**src/rtl/mips_dbus_responder_if.sv**
```systemverilog
// rtl/mips_dbus_responder_if.sv - core data bus plus host drain port of the dbus responder
interface mips_dbus_responder_if;
    logic        memwrite;
    logic [31:0] memaddr;
    logic [31:0] memwritedata;
    logic [31:0] memreaddata;
    logic        out_valid;
    logic [31:0] out_data;
    logic        out_ready;

    modport master (
        output memwrite, memaddr, memwritedata, out_ready,
        input  memreaddata, out_valid, out_data
    );

    modport slave (
        input  memwrite, memaddr, memwritedata, out_ready,
        output memreaddata, out_valid, out_data
    );
endinterface

```
**src/rtl/mips_dbus_responder.sv**
```systemverilog
// rtl/mips_dbus_responder.sv - data RAM, timer, output FIFO and status on the core data bus
// Optional compare/irq feature enabled by defining TIMER_IRQ_EN.
module mips_dbus_responder #(
    parameter int RAM_AW  = 6,
    parameter int FIFO_AW = 2
) (
    input  logic                 clk,
    input  logic                 reset,
    mips_dbus_responder_if.slave bus
`ifdef TIMER_IRQ_EN
    ,
    output logic                 irq
`endif
);
    localparam int DEPTH = 1 << FIFO_AW;

    logic [31:0]        ram [0:(1 << RAM_AW) - 1];
    logic [31:0]        fifo_mem [0:DEPTH - 1];
    logic [FIFO_AW-1:0] rd_ptr, wr_ptr;
    logic [FIFO_AW:0]   count;
    logic [31:0]        timer, timer_nxt;
    logic               ovf;

    logic               is_io;
    logic [15:0]        ioff;
    logic [RAM_AW-1:0]  ram_idx;
    logic               wr_ram, wr_timer, wr_fifo, wr_stat;
    logic               full, push, pop, do_push;
    logic [6:0]         cnt7;
    logic               unused_addr;

    assign is_io       = (bus.memaddr[31:16] == 16'hFFFF);
    assign ioff        = bus.memaddr[15:0];
    assign ram_idx     = bus.memaddr[RAM_AW+1:2];
    assign unused_addr = ^bus.memaddr[1:0];

    assign wr_ram   = bus.memwrite & ~is_io;
    assign wr_timer = bus.memwrite & is_io & (ioff == 16'h0000);
    assign wr_fifo  = bus.memwrite & is_io & (ioff == 16'h0004);
    assign wr_stat  = bus.memwrite & is_io & (ioff == 16'h0008);

    assign full    = (count == (FIFO_AW+1)'(DEPTH));
    assign push    = wr_fifo;
    assign pop     = bus.out_valid & bus.out_ready;
    // A full FIFO still accepts a push when the head leaves in the same cycle.
    assign do_push = push & (~full | pop);
    assign cnt7    = 7'(count);

    assign bus.out_valid = (count != '0);
    assign bus.out_data  = bus.out_valid ? fifo_mem[rd_ptr] : 32'h0;

    assign timer_nxt = wr_timer ? bus.memwritedata : timer + 32'd1;

`ifdef TIMER_IRQ_EN
    logic [31:0] cmp;
    logic        wr_cmp;

    assign wr_cmp = bus.memwrite & is_io & (ioff == 16'h000C);

    always_ff @(posedge clk or negedge reset) begin
        if (!reset) begin
            cmp <= 32'h0;
            irq <= 1'b0;
        end else if (wr_cmp) begin
            cmp <= bus.memwritedata;
            irq <= 1'b0;
        end else if (timer_nxt == cmp) begin
            irq <= 1'b1;
        end
    end
`endif

    always_comb begin
        bus.memreaddata = 32'h0;
        if (is_io) begin
            case (ioff)
                16'h0000: bus.memreaddata = timer;
                16'h0004: bus.memreaddata = {24'h0, cnt7, full};
                16'h0008: bus.memreaddata = {31'h0, ovf};
`ifdef TIMER_IRQ_EN
                16'h000C: bus.memreaddata = cmp;
`endif
                default:  bus.memreaddata = 32'h0;
            endcase
        end else begin
            bus.memreaddata = ram[ram_idx];
        end
    end

    // Storage arrays carry no reset so RAM contents survive a reset pulse.
    always_ff @(posedge clk) begin
        if (wr_ram) begin
            ram[ram_idx] <= bus.memwritedata;
        end
        if (do_push) begin
            fifo_mem[wr_ptr] <= bus.memwritedata;
        end
    end

    always_ff @(posedge clk or negedge reset) begin
        if (!reset) begin
            timer  <= 32'h0;
            rd_ptr <= '0;
            wr_ptr <= '0;
            count  <= '0;
            ovf    <= 1'b0;
        end else begin
            timer <= timer_nxt;
            if (do_push) begin
                wr_ptr <= wr_ptr + 1'b1;
            end
            if (pop) begin
                rd_ptr <= rd_ptr + 1'b1;
            end
            if (do_push && !pop) begin
                count <= count + 1'b1;
            end else if (pop && !do_push) begin
                count <= count - 1'b1;
            end
            // Set takes priority over clear.
            if (push && full && !pop) begin
                ovf <= 1'b1;
            end else if (wr_stat) begin
                ovf <= 1'b0;
            end
        end
    end
endmodule
```
**src/flat_wrapper.sv**
```systemverilog
// flat-port wrapper written by rule: the top's interface ports become plain ports
module mips_dbus_responder_flat 
#(
    parameter int RAM_AW  = 6,
    parameter int FIFO_AW = 2
)
  (clk, reset, bus_memwrite, bus_memaddr, bus_memwritedata, bus_out_ready, bus_memreaddata, bus_out_valid, bus_out_data);
  mips_dbus_responder_if bus_i ();
  input  logic clk;
  input  logic reset;
  input wire logic [$bits(bus_i.memwrite)-1:0] bus_memwrite;
  input wire logic [$bits(bus_i.memaddr)-1:0] bus_memaddr;
  input wire logic [$bits(bus_i.memwritedata)-1:0] bus_memwritedata;
  input wire logic [$bits(bus_i.out_ready)-1:0] bus_out_ready;
  output wire logic [$bits(bus_i.memreaddata)-1:0] bus_memreaddata;
  output wire logic [$bits(bus_i.out_valid)-1:0] bus_out_valid;
  output wire logic [$bits(bus_i.out_data)-1:0] bus_out_data;
  assign bus_i.memwrite = bus_memwrite;
  assign bus_i.memaddr = bus_memaddr;
  assign bus_i.memwritedata = bus_memwritedata;
  assign bus_i.out_ready = bus_out_ready;
  assign bus_memreaddata = bus_i.memreaddata;
  assign bus_out_valid = bus_i.out_valid;
  assign bus_out_data = bus_i.out_data;
  mips_dbus_responder #(.RAM_AW(RAM_AW), .FIFO_AW(FIFO_AW)) u_core (.clk(clk), .reset(reset), .bus(bus_i));
endmodule
```
**config.mk**
```make
export PLATFORM = sky130hd
export DESIGN_NAME = mips_dbus_responder_flat
export DESIGN_NICKNAME = d
export VERILOG_FILES = /design/src/rtl/mips_dbus_responder_if.sv /design/src/rtl/mips_dbus_responder.sv /design/src/flat_wrapper.sv
export SDC_FILE = /design/constraint.sdc
export NUM_CORES = 2
export LEC_CHECK = 0
export CAP_MARGIN = 10
export CORE_MARGIN = 5
export CORE_UTILIZATION = 50
export DETAILED_ROUTE_END_ITERATION = 10
export PLACE_DENSITY_LB_ADDON = 0.25
export SLEW_MARGIN = 20
export SYNTH_ARGS = -nofsm -noshare
export SYNTH_HDL_FRONTEND = slang
export SYNTH_SLANG_ARGS = --single-unit
```
**constraint.sdc**
```tcl
create_clock -name clk -period 2.8 [get_ports clk]
set_clock_uncertainty 0.2 [all_clocks]
set_input_delay 0.42 -clock clk [delete_from_list [all_inputs] [get_ports clk]]
set_output_delay 0.42 -clock clk [all_outputs]
set_load 0.005 [all_outputs]
```
==> summary.txt <==
CTS
  – Clk sink count: 2216
  – Clock buffer depth: 3
  – Htree depth: 4
  – Clk_lat worst skew: 0.84 ns
  – Clock root buffer: clkbuf_16
  – CTS Buf Count: 214
  – CTS tree: done
  – Clock slew at reported path FFs: 0.06 ns

Routing
  – Drt via density: 6.41
  – Routed WL: 258000 um
  – DR iter-0 viols: 7522
  – DR DRC count: 0
  – Routed Antenna Nets: 0
  – Pre-Repair DR Iteration Count: 6
  – Via count: 47600
  – Routed wire per std cell: 34.7 um

Synth
  – Sequential area share after synthesis: 77.3%
  – Mux cell area share after synthesis: 15.2%
  – Synth Flop Type: edfxtp_1
  – Synthesis Warnings: 0
  – Post-Synth XOR/XNOR Area: 0.316%
  – Synth cell types: 71
  – Post-synthesis simple-gate area fraction: 2.67%
  – Synth Area in Adders: 0.111%
  – Synth Area in Compound Gates: 3.05%
  – Mapped Avg Cell Area: 21.5 um2
  – Post-synth EDFFs: 2176
  – Main combinational cell family by area after synthesis: multiplexers
  – Ys async rst share: 1.81%
  – Mapped Area: 0.0859 mm2
  – Syn Inst Count: 4002
  – Post-synth net total: 4077
  – #FFs+latches synth: 2216

Worst setup path
  – Reg2reg setup slack: -0.04 ns
  – Crit path buf inv count: 1
  – CP startpoint kind: register
  – Critical-path top delay cell: mux4_2
  – Crit end category: output port
  – Max Fanout on Critical Path: 2
  – Reg2reg end: u_core.count[2]
  – Cells on worst reg2reg path: 13
  – RR Startpoint: u_core.count[2]
  – Crit path cell chain: mux4_2 > mux2_2 > o21ai_1 > a31oi_1 > o31a_1 > buf_2
  – Slowest stage delay, CP: 0.50 ns
  – Worst Path Arrival: 2.92 ns
  – Kind of critical path: register to output port
  – CP required: 2.18 ns
  – Worst path top cell family by delay: multiplexers

Min path
  – Hold Path Class: input pin to register
  – Hold depth: 1
  – Worst Min Path Start: bus_memwritedata[20]
  – Hold EP: u_core.ram[11][20]

STA
  – Slew @ Worst Pin: 1.08 ns
  – Post-route setup TNS: -26.97 ns
  – Endpoints failing hold: 0
  – Fin crit share: 127%
  – Final Critical Period: 3.54 ns
  – Worst setup margin: -0.745 ns
  – Setup-failing EPs final: 66
  – Max Freq: 0.282 GHz
  – RSZ-0062 raised after global routing: true
  – Hold WS: 0.0577 ns
  – Slew Viols, Final: 0
  – Slew HR: 28.2%

Outcome
  – Status: finished, violations left
  – Failing checks: negative setup slack

Global routing
  – Initial antenna violation count: 18
  – Largest net degree at the start of global routing: 70
  – Overall Global Routing Usage: 28.6%
  – Number of global-route vias before repair: 47000
  – Global-route wire length before repair: 363000 um
  – Total gr overflow: 0

Cells and area
  – Cell Count, Final, Fillers Out: 7427
  – Fillcell total: 11400
  – Layout cell share with drive strength beyond 1: 41.8%
  – Layout area overhead: 26.1%
  – Nets: 5087

Floorplanning
  – Std-Cell Core Area: 0.171 mm2
  – Starting density of the core: 50.2%
  – I/O Pins: 133
  – Row count: 152
  – Die H: 424 um
  – Die width: 424 um
  – Die Area: 0.180 mm2

Placement
  – Placement Setup Slack: -1.86 ns
  – Routability cong.: 0.939
  – Post-DP HPWL: 170000 um
  – IO Port Bufs: 132
  – Inst Count DP: 6967

Power
  – Max IR drop VDD: 566 uV
  – Final Power: 69.6 mW
  – Pleak: 35.6 nW
  – PD cells: 643 mW/mm2

Flow run
  – Max_cap viols: 0
[worst max path at each step]
stage	from	end	depth (start not counted)
after floorplan	bus_memaddr[2]	u_core.ram[10][0]	10
after global placement	bus_memaddr[2]	bus_memreaddata[31]	9
after detailed placement	bus_memaddr[2]	bus_memreaddata[31]	9
after CTS	u_core.ram[38][30]	bus_memreaddata[30]	6
after global routing	u_core.ram[23][25]	bus_memreaddata[25]	6
final	u_core.ram[29][25]	bus_memreaddata[25]	6
[synth_stat cells (all sizes together), types with 18 or more instances]
library cell  instances  area [um2]
dfrtp                40        1000
o22ai                40         250
a221oi               18         158
mux2i                90         901
nand4                18         134
nand3                34         170
a21oi               127         636
buf                 128         807
and2                 38         238
mux4                522       11800
a22oi                58         435
mux2                 33         372
nor3                 44         231
nand2                79         297
o21ai                53         265
a31oi                19         119
edfxtp             2176       65300
clkbuf               96         360
nor2                164         616
[routing by layer]
| metal | track usage [%] | vias to the layer above | share of wire, % | wire length (um) |
|---|---|---|---|---|
| met3 | 5.59 | 521 | 10 | 27000 |
| met1 | 40.0 | 25200 | 37 | 96000 |
| met2 | 44.5 | 2989 | 47 | 121000 |
| met4 | 12.5 | 2 | 5.2 | 13300 |
| li1 | - | 18900 | - | - |
| met5 | 0 | - | 0.0027 | 7 |
[layout make-up]
cell class	count	area [um2]	area share [%]
Sequential cell	2216	66300	61.3
Multi-Input combinational cell	1553	20700	19.1
Timing Repair Buffer	1018	11600	10.7
Clock buffer	273	5690	5.26
Tap cell	2233	2790	2.58
Clock inverter	122	1100	1.02
Inverter	9	36.3	0.0335
Antenna cell	3	7.51	0.00694
[layout by cell type, fill, tap and decap left out, types with 13 or more instances in the layout]
cell	n
o21ai_1	14
xor2_1	15
clkbuf_1	50
nor2_1	88
a21oi_4	18
a22oi_1	21
dlygate4sd3_1	31
mux2i_1	78
clkinv_2	48
clkinv_1	43
o21ai_2	17
nand3_1	33
nand4_1	16
o22ai_1	24
edfxtp_1	2176
a21oi_2	28
buf_12	271
a21oi_1	81
clkdlybuf4s50_1	28
nor3_1	21
o21ai_0	17
mux2_2	29
nand2_1	71
clkbuf_16	217
dfrtp_1	39
nor3_4	15
xnor2_1	16
nand2b_1	13
a22oi_2	37
buf_2	57
buf_6	85
nor2_4	71
mux4_2	522
and2_4	32
buf_4	530
[cell families (layout without fill, tap and decap cells)]
kind of cell               Yosys count  count (layout)
AOI/OAI and AO/OA                  405             405
other                                0               3
buffers and inverters              233            1422
and+or+nand+nor                    465             465
muxes                              645             645
adders and majority gates            7               7
DFF                               2216            2216
xor gates and xnor gates            31              31
[registers in the layout (all words and copies together), names as in the netlist]
signal	count
u_core.count	3
u_core.fifo_mem	128
u_core.ram	2048
u_core.ovf	1
u_core.timer	32
u_core.rd_ptr	2
u_core.wr_ptr	2
[report_power, final]
part	total, mW	switching (mW)	internal, mW	leakage, nW
Clock	28.0	12.4	15.5	3.33
Combinational	4.93	2.87	2.05	12.1
Sequential	36.7	0.0495	36.6	20.1
Total	69.6	15.4	54.2	35.6
[metrics by stage]
stage / area (um2) / utilization (%)
after floorplan: 86100 / -
after global placement: 98600 / 57.6
after detailed placement: 98600 / 57.6
after CTS: 108000 / 62.9
after global routing: 108000 / 63.2
final: 108000 / 63.2
[what timing repair did]
action | 4_1_cts | 5_1_grt
cloned | 8 | 1
buffers inserted | 40 | 27
resized for setup | 643 | 135
hold endpoints to repair | 1257 | 0
pin swaps | 139 | 79
hold buffers | 31 | 0
setup endpoints to repair | 144 | 67
No activity file was read; power rests on OpenSTA's default activity.
